--- config.mk ---
export PLATFORM = sky130hd
export DESIGN_NAME = packet_demultiplexer_flat
export DESIGN_NICKNAME = d
export VERILOG_FILES = /design/src/rtl/packet_demultiplexer_pkg.sv /design/src/rtl/packet_demultiplexer_if.sv /design/src/rtl/packet_demultiplexer_fifo.sv /design/src/rtl/packet_demultiplexer.sv /design/src/flat_wrapper.sv
export SDC_FILE = /design/constraint.sdc
export NUM_CORES = 1
export LEC_CHECK = 0
export ABC_AREA = 1
export BUFFER_PORTS_ARGS = -buffer_cell sky130_fd_sc_hd__buf_2
export CORE_MARGIN = 2
export CORE_UTILIZATION = 63
export CTS_CLUSTER_DIAMETER = 200
export DETAILED_ROUTE_END_ITERATION = 16
export PLACE_DENSITY = 0.93
export RECOVER_POWER = 50
export SYNTH_ARGS = -nofsm -noshare
export SYNTH_HDL_FRONTEND = slang
export SYNTH_HIERARCHICAL = 1
export SYNTH_SLANG_ARGS = --single-unit
--- constraint.sdc ---
create_clock -name clk -period 10.54 [get_ports clk]
set_clock_uncertainty 0.05 [all_clocks]
set_input_delay 2.108 -clock clk [delete_from_list [all_inputs] [get_ports clk]]
set_output_delay 2.108 -clock clk [all_outputs]
set_load 0.03 [all_outputs]
--- src/rtl/packet_demultiplexer_pkg.sv ---
// Shared definitions for the packet demultiplexer slice.
//   demux_state_t : input-side packet FSM states
//   DROP_CNT_W    : width of the dropped-packet counter
package demux_pkg;

  localparam int unsigned DROP_CNT_W = 32;

  typedef enum logic [1:0] {
    IDLE,
    ROUTE,
    DROP
  } demux_state_t;

endpackage

--- src/rtl/packet_demultiplexer_if.sv ---
// Stream bundle for the packet demultiplexer: one valid/ready input stream
// (i_*) and N_STREAMS valid/ready output streams (o_*, packed per stream).
//   master : packet source and output consumers (drives i_*, o_ready)
//   slave  : the demultiplexer itself
interface packet_demultiplexer_if #(
  parameter int unsigned N_STREAMS  = 4,
  parameter int unsigned DATA_WIDTH = 64,
  parameter int unsigned SEL_WIDTH  = $clog2(N_STREAMS) + 1
);

  logic [DATA_WIDTH-1:0]                 i_data;
  logic                                  i_last;
  logic                                  i_valid;
  logic                                  i_ready;
  logic [SEL_WIDTH-1:0]                  i_select;
  logic [N_STREAMS-1:0][DATA_WIDTH-1:0]  o_data;
  logic [N_STREAMS-1:0]                  o_last;
  logic [N_STREAMS-1:0]                  o_valid;
  logic [N_STREAMS-1:0]                  o_ready;

  modport master (
    output i_data, i_last, i_valid, i_select, o_ready,
    input  i_ready, o_data, o_last, o_valid
  );

  modport slave (
    input  i_data, i_last, i_valid, i_select, o_ready,
    output i_ready, o_data, o_last, o_valid
  );

endinterface

--- src/rtl/packet_demultiplexer_fifo.sv ---
// Per-output FIFO for the packet demultiplexer.
//   clk, rst_n : clock, asynchronous active-low reset (clears pointers only)
//   push/wdata : write side; push is ignored while full
//   full       : derived from registered pointers only, so a pop in the same
//                cycle never frees a slot for a push (no bypass)
//   pop/rdata  : read side; rdata is the head entry, valid while not empty
// Pointers carry one extra MSB so full and empty are distinguishable.
module demux_out_fifo #(
  parameter int unsigned WIDTH = 65,
  parameter int unsigned DEPTH = 4
) (
  input  logic             clk,
  input  logic             rst_n,
  input  logic             push,
  input  logic [WIDTH-1:0] wdata,
  output logic             full,
  input  logic             pop,
  output logic [WIDTH-1:0] rdata,
  output logic             valid
);

  localparam int unsigned AW = $clog2(DEPTH);
  localparam int unsigned PW = AW + 1;

  logic [PW-1:0]    wptr;
  logic [PW-1:0]    rptr;
  logic [WIDTH-1:0] mem [DEPTH];
  logic             empty;
  logic             do_push;
  logic             do_pop;

  assign empty   = (wptr == rptr);
  assign full    = (wptr[AW] != rptr[AW]) && (wptr[AW-1:0] == rptr[AW-1:0]);
  assign do_push = push && !full;
  assign do_pop  = pop && !empty;

  always_ff @(posedge clk or negedge rst_n) begin
    if (!rst_n) begin
      wptr <= '0;
      rptr <= '0;
    end else begin
      if (do_push) wptr <= wptr + 1'b1;
      if (do_pop)  rptr <= rptr + 1'b1;
    end
  end

  // Storage needs no reset: contents are only observable while valid.
  always_ff @(posedge clk) begin
    if (do_push) mem[wptr[AW-1:0]] <= wdata;
  end

  assign rdata = mem[rptr[AW-1:0]];
  assign valid = !empty;

endmodule

--- src/rtl/packet_demultiplexer.sv ---
// Packet demultiplexer: routes multi-beat packets from one valid/ready input
// stream to one of N_STREAMS buffered outputs.
//   clk, rst_n  : clock, asynchronous active-low reset
//   demux       : stream bundle (slave side) - i_data/i_last/i_valid/i_ready/
//                 i_select in, o_data/o_last/o_valid/o_ready per output
//   drop_count  : packets discarded for an out-of-range select (saturating)
// The destination is taken from i_select on a packet's first beat and held
// until its last beat is accepted, so packets are never interleaved.
module packet_demultiplexer
  import demux_pkg::*;
#(
  parameter int unsigned N_STREAMS    = 4,
  parameter int unsigned DATA_WIDTH   = 64,
  parameter int unsigned FIFO_DEPTH   = 4,
  parameter bit          DROP_INVALID = 1'b1,
  parameter int unsigned SEL_WIDTH    = $clog2(N_STREAMS) + 1
) (
  input  logic                  clk,
  input  logic                  rst_n,
  packet_demultiplexer_if.slave demux,
  output logic [DROP_CNT_W-1:0] drop_count
);

  localparam logic [SEL_WIDTH-1:0] N_SEL = SEL_WIDTH'(N_STREAMS);

  demux_state_t                          state_q;
  logic [SEL_WIDTH-1:0]                  sel_q;
  logic [SEL_WIDTH-1:0]                  sel_eff;
  logic                                  sel_ok;
  logic                                  sel_full;
  logic                                  ready;
  logic                                  accept;
  logic [N_STREAMS-1:0]                  push;
  logic [N_STREAMS-1:0]                  full;
  logic [N_STREAMS-1:0]                  valid;
  logic [N_STREAMS-1:0]                  last;
  logic [N_STREAMS-1:0][DATA_WIDTH-1:0]  data;

  // Only the first beat of a packet looks at i_select.
  assign sel_eff = (state_q == ROUTE) ? sel_q : demux.i_select;
  assign sel_ok  = (sel_eff < N_SEL);
  assign accept  = demux.i_valid && ready;

  // Full flag of the effective destination; an out-of-range select matches
  // no stream and reads as not full (handled separately by sel_ok).
  always_comb begin
    sel_full = 1'b0;
    for (int unsigned i = 0; i < N_STREAMS; i++) begin
      if (sel_eff == SEL_WIDTH'(i)) sel_full = full[i];
    end
  end

  always_comb begin
    ready = 1'b0;
    case (state_q)
      IDLE:    ready = sel_ok ? !sel_full : DROP_INVALID;
      ROUTE:   ready = !sel_full;
      DROP:    ready = 1'b1;
      default: ready = 1'b0;
    endcase
  end

  always_comb begin
    push = '0;
    for (int unsigned i = 0; i < N_STREAMS; i++) begin
      push[i] = accept && (state_q != DROP) && sel_ok && (sel_eff == SEL_WIDTH'(i));
    end
  end

  always_ff @(posedge clk or negedge rst_n) begin
    if (!rst_n) begin
      state_q    <= IDLE;
      sel_q      <= '0;
      drop_count <= '0;
    end else begin
      case (state_q)
        IDLE: begin
          if (accept) begin
            if (!sel_ok) begin
              // Counted on the first beat, so single-beat drops count too.
              if (drop_count != '1) drop_count <= drop_count + 1'b1;
              if (!demux.i_last) state_q <= DROP;
            end else if (!demux.i_last) begin
              state_q <= ROUTE;
              sel_q   <= demux.i_select;
            end
          end
        end
        ROUTE: if (accept && demux.i_last) state_q <= IDLE;
        DROP:  if (accept && demux.i_last) state_q <= IDLE;
        default: state_q <= IDLE;
      endcase
    end
  end

  for (genvar g = 0; g < N_STREAMS; g++) begin : g_out
    logic [DATA_WIDTH:0] rdata;

    demux_out_fifo #(
      .WIDTH (DATA_WIDTH + 1),
      .DEPTH (FIFO_DEPTH)
    ) u_fifo (
      .clk   (clk),
      .rst_n (rst_n),
      .push  (push[g]),
      .wdata ({demux.i_data, demux.i_last}),
      .full  (full[g]),
      .pop   (demux.o_ready[g]),
      .rdata (rdata),
      .valid (valid[g])
    );

    assign data[g] = rdata[DATA_WIDTH:1];
    assign last[g] = rdata[0];
  end

  assign demux.i_ready = ready;
  assign demux.o_valid = valid;
  assign demux.o_last  = last;
  assign demux.o_data  = data;

endmodule

--- src/flat_wrapper.sv ---
// flat-port wrapper written by rule: the top's interface ports become plain ports
module packet_demultiplexer_flat import demux_pkg::*;
#(
  parameter int unsigned N_STREAMS    = 4,
  parameter int unsigned DATA_WIDTH   = 64,
  parameter int unsigned FIFO_DEPTH   = 4,
  parameter bit          DROP_INVALID = 1'b1,
  parameter int unsigned SEL_WIDTH    = $clog2(N_STREAMS) + 1
)
  (clk, rst_n, drop_count, demux_i_data, demux_i_last, demux_i_valid, demux_i_select, demux_o_ready, demux_i_ready, demux_o_data, demux_o_last, demux_o_valid);
  packet_demultiplexer_if #(.N_STREAMS(N_STREAMS), .DATA_WIDTH(DATA_WIDTH), .SEL_WIDTH(SEL_WIDTH)) demux_i ();
  input  logic clk;
  input  logic rst_n;
  output logic [DROP_CNT_W-1:0] drop_count;
  input wire logic [$bits(demux_i.i_data)-1:0] demux_i_data;
  input wire logic [$bits(demux_i.i_last)-1:0] demux_i_last;
  input wire logic [$bits(demux_i.i_valid)-1:0] demux_i_valid;
  input wire logic [$bits(demux_i.i_select)-1:0] demux_i_select;
  input wire logic [$bits(demux_i.o_ready)-1:0] demux_o_ready;
  output wire logic [$bits(demux_i.i_ready)-1:0] demux_i_ready;
  output wire logic [$bits(demux_i.o_data)-1:0] demux_o_data;
  output wire logic [$bits(demux_i.o_last)-1:0] demux_o_last;
  output wire logic [$bits(demux_i.o_valid)-1:0] demux_o_valid;
  assign demux_i.i_data = demux_i_data;
  assign demux_i.i_last = demux_i_last;
  assign demux_i.i_valid = demux_i_valid;
  assign demux_i.i_select = demux_i_select;
  assign demux_i.o_ready = demux_o_ready;
  assign demux_i_ready = demux_i.i_ready;
  assign demux_o_data = demux_i.o_data;
  assign demux_o_last = demux_i.o_last;
  assign demux_o_valid = demux_i.o_valid;
  packet_demultiplexer #(.N_STREAMS(N_STREAMS), .DATA_WIDTH(DATA_WIDTH), .FIFO_DEPTH(FIFO_DEPTH), .DROP_INVALID(DROP_INVALID), .SEL_WIDTH(SEL_WIDTH)) u_core (.clk(clk), .rst_n(rst_n), .demux(demux_i), .drop_count(drop_count));
endmodule
After elaboration in Yosys (flattened, before gate mapping)
Memory sizes are Yosys's and may differ from the RTL's.
Index checks and enable logic that the tools add are counted.

storage, ports and cells
  output and inout bits = 297
  logic and storage cells = 105
  register bits after elaboration = 61
  memories = 4
  RAM bits = 1040

memory list
  name                        words  bits a word  read ports  clocked after Yosys merged registers in  wr ports  RTL line                         text
  u_core.g_out[0].u_fifo.mem  4      65           1           0                                        1         packet_demultiplexer_fifo.sv:27  logic [WIDTH-1:0] mem [DEPTH];
  u_core.g_out[1].u_fifo.mem  4      65           1           0                                        1         packet_demultiplexer_fifo.sv:27
  u_core.g_out[2].u_fifo.mem  4      65           1           0                                        1         packet_demultiplexer_fifo.sv:27
  u_core.g_out[3].u_fifo.mem  4      65           1           0                                        1         packet_demultiplexer_fifo.sv:27

operators by class
  reduce and logical (&&, ||, !) cells = 35
  $add $sub $neg = 9
  multiplexer cells = 21
  order comparisons = 1
  equality and inequality tests = 22
  bitwise logic cells = 2

operator list
  kind                                                                      number
  32-bit by 1-bit adder with 32-bit output (second input constant)          1
  32-bit inequality test (second input constant)                            1
  3-bit by 1-bit adder with 3-bit output (second input constant)            8
  1-bit logical AND                                                         20
  1-bit 2-to-1 mux                                                          13
  3-bit equality test                                                       4
  2-bit 2-to-1 mux                                                          5
  1-bit logical NOT                                                         9
  2-bit equality test                                                       4
  4-bit AND reduction                                                       2
  3-bit by 2-bit equality test with 1-bit output (second input constant)    2
  1-bit inequality test                                                     4
  2-bit by 1-bit inequality test with 1-bit output (second input constant)  2
  2-bit inequality test (second input constant)                             2
  2-bit case mux with 2 select lines                                        1
  3-bit by 1-bit equality test with 1-bit output (second input constant)    1
  3-bit logical NOT                                                         1
  3-bit < comparator (second input constant)                                1
  3-bit 2-to-1 mux                                                          1
  1-bit case mux with 3 select lines                                        1
  3-bit AND reduction                                                       1
  2-bit by 1-bit equality test with 1-bit output (second input constant)    1
  2-bit equality test (second input constant)                               1
  2-bit logical NOT                                                         1
  other kinds (2)                                                           3

Longest topological paths before layout
Gate-level depths: netlist (run 1).

  depth after elaboration = 17
  gate-level depth with buffers = 20
  gate-level depth less buffers = 20

Hierarchy
Netlist (run 1), hierarchy kept.

modules (own cells, without submodules)
  module                                        area an instance (sq um)  times used  cells an instance  seq. area each (sq um)
  demux_out_fifo at u_core.g_out[1].u_fifo ...  10545.1                   2           690                7957.6
  demux_out_fifo at u_core.g_out[0].u_fifo      10522.6                   1           690                7957.6
  demux_out_fifo at u_core.g_out[3].u_fifo      10522.6                   1           688                7957.6
  packet_demultiplexer                          2542.4                    1           358                925.9

Worst setup path before layout (run 1)
Ideal clock, no wire load.

  path kind = input-to-reg
  start = in demux_i_select[2]
  end = mem u_core.g_out[2].u_fifo.mem[0][0] (enable)
  stages = 14
  required time = 10.002 ns
  slack = 3.825 ns
  arrival time = 6.177 ns
  path buffers = 0
  cells stage by stage = inv_1 -> nand2_1 -> nand2_2 -> nand3_1 -> nor2_1 -> nor2_1 -> nand2_1 -> nand2_2 -> nand2_1 -> nand3_1 -> or2_2 -> nor2_1 -> nand2_2 -> nor2_1

on the way
  cells in the longest elaborated chain, start to end = 16
  elaborated cells between the ends (all ways) = 20
  classes of those cells = 1 x order compare; 3 x eq/ne; 9 x mux; 7 x reduce/logical

RTL lines
  what                                      RTL line                                                text
  from (decl)                               flat_wrapper.sv:18                                      input wire logic [$bits(demux_i.i_select)-1:0] demux_i_select;
  3-bit 2-to-1 mux *                        packet_demultiplexer.sv:40                              assign sel_eff = (state_q == ROUTE) ? sel_q : demux.i_select;
  3-bit logical NOT                         packet_demultiplexer.sv:49                              if (sel_eff == SEL_WIDTH'(i)) sel_full = full[i];
  1-bit 2-to-1 mux (4 in a row)             packet_demultiplexer.sv:49
  1-bit logical NOT                         packet_demultiplexer.sv:56, packet_demultiplexer.sv:57
  1-bit 2-to-1 mux                          packet_demultiplexer.sv:56                              IDLE: ready = sel_ok ? !sel_full : DROP_INVALID;
  1-bit case mux with 3 select lines        packet_demultiplexer.sv:55                              case (state_q)
  1-bit logical AND                         packet_demultiplexer.sv:42                              assign accept = demux.i_valid && ready;
  1-bit logical AND (2 in a row)            packet_demultiplexer.sv:66                              push[i] = accept && (state_q != DROP) && sel_ok && (sel_eff == SEL_WIDTH'(i));
  1-bit logical AND *                       packet_demultiplexer.sv:66
  net u_core.push[2]                        packet_demultiplexer.sv:33                              logic [N_STREAMS-1:0] push;
  1-bit logical AND *                       packet_demultiplexer_fifo.sv:34                         assign do_push = push && !full;
  1-bit 2-to-1 mux *                        packet_demultiplexer_fifo.sv:49                         if (do_push) mem[wptr[AW-1:0]] <= wdata;
  1-bit 2-to-1 mux (implied by the code) *  packet_demultiplexer_fifo.sv:49
  to (decl)                                 packet_demultiplexer_fifo.sv:27

Mark *: on every way through the listed nets, which the timed path passes. The rest lies on a longest branch.

Worst setup path in the final report (run 1)
  start = reg u_core.g_out[2].u_fifo.rptr[0]
  end = out demux_i_ready

on the way
  cells in the longest elaborated chain, start to end = 7

RTL lines
  what                                  RTL line                                                text
  from (decl)                           packet_demultiplexer_fifo.sv:26                         logic [PW-1:0] rptr;
  from (signal assigned)                packet_demultiplexer_fifo.sv:43                         if (do_pop) rptr <= rptr + 1'b1;
  2-bit equality test *                 packet_demultiplexer_fifo.sv:33                         assign full = (wptr[AW] != rptr[AW]) && (wptr[AW-1:0] == rptr[AW-1:0]);
  1-bit logical AND *                   packet_demultiplexer_fifo.sv:33
  net u_core.full[2]                    packet_demultiplexer.sv:34                              logic [N_STREAMS-1:0] full;
  1-bit 2-to-1 mux * (2 in a row)       packet_demultiplexer.sv:49
  1-bit logical NOT *                   packet_demultiplexer.sv:56, packet_demultiplexer.sv:57
  1-bit 2-to-1 mux                      packet_demultiplexer.sv:56
  1-bit case mux with 3 select lines *  packet_demultiplexer.sv:55
  to (decl)                             flat_wrapper.sv:20                                      output wire logic [$bits(demux_i.i_ready)-1:0] demux_i_ready;

Marked as above.

==> results of run 1 <==
==> registers in the layout, summed over array words and instances (netlist names) <==
register                  cells
u_core/g_out.u_fifo/mem    1040
u_core/drop_count            32
u_core/g_out.u_fifo/rptr     12
u_core/state_q                2
u_core/g_out.u_fifo/wptr     12
u_core/sel_q                  3
==> routing by layer <==
metal / vias to the layer above / share of wire / track usage
met3: 346 / 0.099 / 0.0636
met2: 1786 / 0.50 / 0.512
met5: - / 0.00012 / 0
met1: 13814 / 0.35 / 0.371
li1: 12129 / - / -
met4: 2 / 0.046 / 0.142
==> power groups by stage <==
| stage | logic [mW] | clock network [mW] | registers (mW) |
|---|---|---|---|
| 6_report | 5.75 | 3.79 | 5.24 |
| 4_1_cts | 5.73 | 3.81 | 5.24 |
| 3_3_place_gp | 5.46 | 0 | 5.31 |
| 2_1_floorplan | 4.20 | 0 | 5.21 |
| 5_1_grt | 6.02 | 3.98 | 5.27 |
| 3_5_place_dp | 5.64 | 0 | 5.32 |
==> worst max path at each step <==
stage / from / to / cells past startpoint
final: u_core/g_out[2].u_fifo/rptr[0] / demux_i_ready / 12
after global routing: u_core/g_out[2].u_fifo/rptr[0] / demux_i_ready / 12
after CTS: u_core/g_out[2].u_fifo/rptr[0] / demux_i_ready / 12
after detailed placement: demux_i_select[2] / u_core/g_out[3].u_fifo/mem[3][12] / 18
after global placement: demux_i_select[2] / u_core/g_out[3].u_fifo/mem[3][13] / 18
after floorplan: demux_i_select[2] / u_core/g_out[2].u_fifo/mem[0][0] / 14
==> area by class of cell <==
cell class,instances,area share
sequential,1101,0.654
multi-input combinational,1740,0.206
timing repair buffer,405,0.0390
tap,940,0.0235
clock buffer,118,0.0536
clock inverter,78,0.0154
inverter,101,0.00809
==> kinds of logic after synthesis <==
kind of cell | share of synthesized area
AOI/OAI and AO/OA | 0.117
DFF | 0.733
buffers and inverters | 0.0363
adders and majority gates | 0.00700
and+or+nand+nor | 0.0997
xor gates and xnor gates | 0.00667
==> worst register-to-register path: cells and delay by family, from the launching register on <==
kind	cells	cell delay [ns]
buf+inv	4	4.35
simple gates	13	1.70
flops	1	0.70
==> metrics by stage <==
step | worst slack, ns | hold slack (ns) | utilization | area [um^2]
2_1_floorplan | 3.83 | 0.392 | - | 44700
3_3_place_gp | 5.13 | 0.407 | 0.668 | 46900
3_5_place_dp | 5.07 | 0.445 | 0.668 | 46900
4_1_cts | 4.39 | 0.461 | 0.717 | 50300
5_1_grt | 2.14 | 0.502 | 0.714 | 50100
6_report | 2.53 | 0.449 | 0.714 | 50100
==> cell usage after synthesis, drive strengths merged (2+ instances only) <==
cell / n / area (um^2)
nor2: 575 / 3090
buf: 100 / 953
edfxtp: 1040 / 31200
nand3: 44 / 328
inv: 100 / 385
clkbuf: 74 / 278
nand4: 11 / 68.8
o22ai: 260 / 2380
nor3: 13 / 65.1
xor2: 28 / 245
nor4: 6 / 37.5
nand2: 215 / 847
o21ai: 552 / 2830
ha: 25 / 313
xnor2: 6 / 52.6
dfrtp: 61 / 1530
a21oi: 2 / 25.0
==> impl_metrics.toml, run 1 <==
[synthesis]
seq_area_frac_synth = 0.733
synth_edf_count = 1040
synth_flop_cell = "edfxtp_1"
synth_seq_cells = 1101
synth_cell_type_count = 36
syn_inst = 3116
avgSynthCellArea_um2 = 14.3
syn_nets = 3216
async_flop_share = 0.0554
synthesis.area_mm2 = 0.0447
yosys_warnings = 6

[setup_path]
timing.rr.start = "u_core/g_out[2].u_fifo/rptr[0]"
arrival_ns = 5.85
crit_type = "flip-flop to output pin"
r2r_cells = 17
rrSetupSlack_ns = 2.92
max_stage_delay_ns = 2.38
crit_path_end_kind = "output pin"
path_buf_inv = 4
start_kind = "flip-flop"
worstPathRequired_ns = 8.38
crit_chain = "inv_6 -> clkbuf_1 -> nand2_1 -> nand2_1 -> nand3_1 -> inv_1 -> nor2_1 -> nor2_1 -> nand2_1 -> nand2_2 -> a21oi_1 -> buf_2"
cp_common_cell = "nand2_1"
r2r_end = "u_core/g_out[3].u_fifo/mem[2][25]"
cp_top_family = "buffers and inverters"
cpMaxStageDelayCell = "clkbuf_1"
cp_max_fo = 90

[power_and_ir_drop]
powerDensity_mw_per_mm2 = 295
finalPower_mw = 14.8
ir_drop_v = 0.000240
pwr-share-comb = 0.389
p_switching_mw = 6.19
leakagePower_nw = 17.0
pwr-share-seq = 0.355
switching_share = 0.419
internal-power_mw = 8.59
pwr-share-clk = 0.256

[sta]
min_period_ns = 8.01
finalHoldViolCount = 0
finalSetupViolations = 0
fmax_mhz = 125
slew_headroom = -1.35
slew_viol_final = 404
fin_crit_sh = 0.760
tns_ns = 0
rsz0062_at_grt = "no"
worst_slew_pin_slew_ns = 3.53

[final_layout]
final_cell_mix = "edfxtp_1, o21ai_0, nor2_1"
final_common_cell = "edfxtp_1"
nFillCells = 4228
areaGrowthSynthToFinish_pct = 12.1
multi_input_area_mm2 = 0.0103
fin_nets = 3553
drive_gt1_frac = 0.216
regArea_mm2 = 0.0328
stdcell_count = 4483
antenna_cells = 0

[worst_hold_path]
hold_path_end = "u_core/sel_q[0]"
hp-start = "u_core/sel_q[0]"
worst_hold_path_type = "flip-flop to flip-flop"
min_delay_path_depth = 2

[grt]
gr-total-overflow = 0
grt_max_degree = 91
grt_pass1_wl_um = 166000
grt_pass1_vias = 28248
grtUsageTotal = 0.301
antenna_found_initial = 3

[clock_network]
postCtsSetupRepairBufs = 0
clkSinkCount = 1101
post_cts_resized = 0
clk_pin_slew_ns = 0.06
clk_latency_ns = 0.67
holdBufCountCts = 0
cts_tree = "done"
clockBufferDepth = 3
root_buffer = "clkbuf_16"
numCtsBuffers = 104
htree_levels = 3

[floorplan]
initial_utilization = 0.637
rows = 97
num_io_pins = 372
fp.coreArea_mm2 = 0.0701
dieWidth_um = 270
dieArea_mm2 = 0.0731
die_y_um = 270

[drt]
vias = 28077
ant_nets = 0
drtIter0Drc = 3538
drt-total-wl_um = 112000
drc_errors = 0
wl_per_cell_um = 24.9
vias_per_cell = 6.26
dr.pass1.iters = 5

[job]
maxCapViolations = 7

[placement]
dp.cells = 4287
io_buffers = 371
place_hpwl_um = 62800
place_congestion = 0.920

[status]
status = "finished, violations left"
violations = "capacitance limit, slew limit"
Note: power is estimated with default switching activity, not from simulation.
==> inputs of run 2 (changes only) <==
CORE_UTILIZATION = 54   (was 63)
PLACE_DENSITY = 0.86   (was 0.93)
clock period = 7.17 ns   (was 10.54 ns; I/O delays follow)
==> impl_metrics.toml, run 2 (same netlist as run 1, synthesis figures left out) <==
[final_layout]
fin_nets = 3555
final_common_cell = "edfxtp_1"
utilization = 0.611
multi_input_area_mm2 = 0.0103
final_cell_mix = "edfxtp_1, o21ai_0, nor2_1"
largest_reg_flops = 1040
stdcell_count = 4612
drive_gt1_frac = 0.206
nFillCells = 5830
regArea_mm2 = 0.0328
areaGrowthSynthToFinish_pct = 12.1

[clock_network]
post_cts_resized = 0
clkSinkCount = 1101
postCtsSetupRepairBufs = 0
clk_pin_slew_ns = 0.05
holdBufCountCts = 0
clockBufferDepth = 3
htree_levels = 3
root_buffer = "clkbuf_16"
numCtsBuffers = 103
cts_tree = "done"
clk_latency_ns = 0.67

[status]
status = "finished, violations left"
violations = "capacitance limit, slew limit"

[sta]
layout_setup_ws_ns = 1.06
finalSetupViolations = 0
slew_viol_final = 255
fin_crit_sh = 0.852
tns_ns = 0
rsz0062_at_grt = "no"
slew_headroom = -1.43
whs_ns = 0.432
finalHoldViolCount = 0
worst_slew_pin_slew_ns = 3.64
fmax_mhz = 164
min_period_ns = 6.11

[floorplan]
dieArea_mm2 = 0.0851
die_y_um = 292
initial_utilization = 0.545
dieWidth_um = 292
num_io_pins = 372
rows = 105
fp.coreArea_mm2 = 0.0820

[grt]
grt_max_degree = 96
grt_pass1_wl_um = 170000
grt_pass1_vias = 26810
antenna_found_initial = 6
grtUsageTotal = 0.265
gr-total-overflow = 0

[drt]
drt-total-wl_um = 114000
ant_nets = 0
dr.pass1.iters = 6
vias = 27887
drc_errors = 0
vias_per_cell = 6.05
drtIter0Drc = 3676
wl_per_cell_um = 24.7

[setup_path]
crit_path_end_kind = "output pin"
arrival_ns = 4.63
worstPathRequired_ns = 5.69
crit_type = "flip-flop to output pin"
start_kind = "flip-flop"
rrSetupSlack_ns = 1.45
cp_max_fo = 47

[power_and_ir_drop]
leakagePower_nw = 16.8
ir_drop_v = 0.000435
powerDensity_mw_per_mm2 = 429

[placement]
pre_cts_ws_ns = 1.91
place_hpwl_um = 70300
io_buffers = 371
place_congestion = 0.899
dp.cells = 4420

[job]
maxCapViolations = 4

[worst_hold_path]
worst_hold_path_type = "flip-flop to flip-flop"
==> run 2: path summary, 6_finish.rpt <==
path / start / end / cells past startpoint
max in group asynchronous: rst_n / u_core/g_out[2].u_fifo/rptr[0] / 2
worst max register to register: u_core/g_out[0].u_fifo/rptr[0] / u_core/g_out[0].u_fifo/mem[2][24] / 16
worst min-delay path: u_core/sel_q[0] / u_core/sel_q[0] / 2
worst max-delay path: u_core/g_out[3].u_fifo/rptr[1] / demux_o_data[223] / 5
min in group asynchronous: rst_n / u_core/drop_count[21] / 2
worst min register to register: u_core/sel_q[0] / u_core/sel_q[0] / 2
==> run 2: where the power goes <==
group          internal [mW]  total (mW)  switching (mW)
registers               7.35        7.82           0.467
clock network           2.90        5.23            2.33
logic                   2.05        8.42            6.36
total                   12.3        21.5            9.16
==> run 2: through the flow <==
stage	total power [mW]	instance area, um^2
global placement	16.1	47100
detailed placement	16.4	47100
floorplan	13.8	44700
CTS	21.6	50300
global route	22.3	50100
finish	21.5	50100
==> run 2: worst max-delay path: stages (launching register included) <==
cell     delay, ns
dfrtp_1       1.55
inv_1         1.22
buf_4         0.58
o21ai_0       0.18
o22ai_1       0.16
buf_2         0.21
==> run 2: area by class of cell <==
class | count | share of cell area
antenna | 1 | 0.0000500
clock buffer | 125 | 0.0531
clock inverter | 66 | 0.0112
inverter | 101 | 0.00810
multi-input combinational | 1740 | 0.206
sequential | 1101 | 0.654
tap | 1070 | 0.0267
timing repair buffer | 408 | 0.0406
==> run 2: metal layers <==
layer	global-route usage	share of wire	up-vias
met4	0.106	0.039	8
met5	0	0.00038	-
met2	0.445	0.50	1704
li1	-	-	12146
met1	0.348	0.37	13797
met3	0.0412	0.096	232
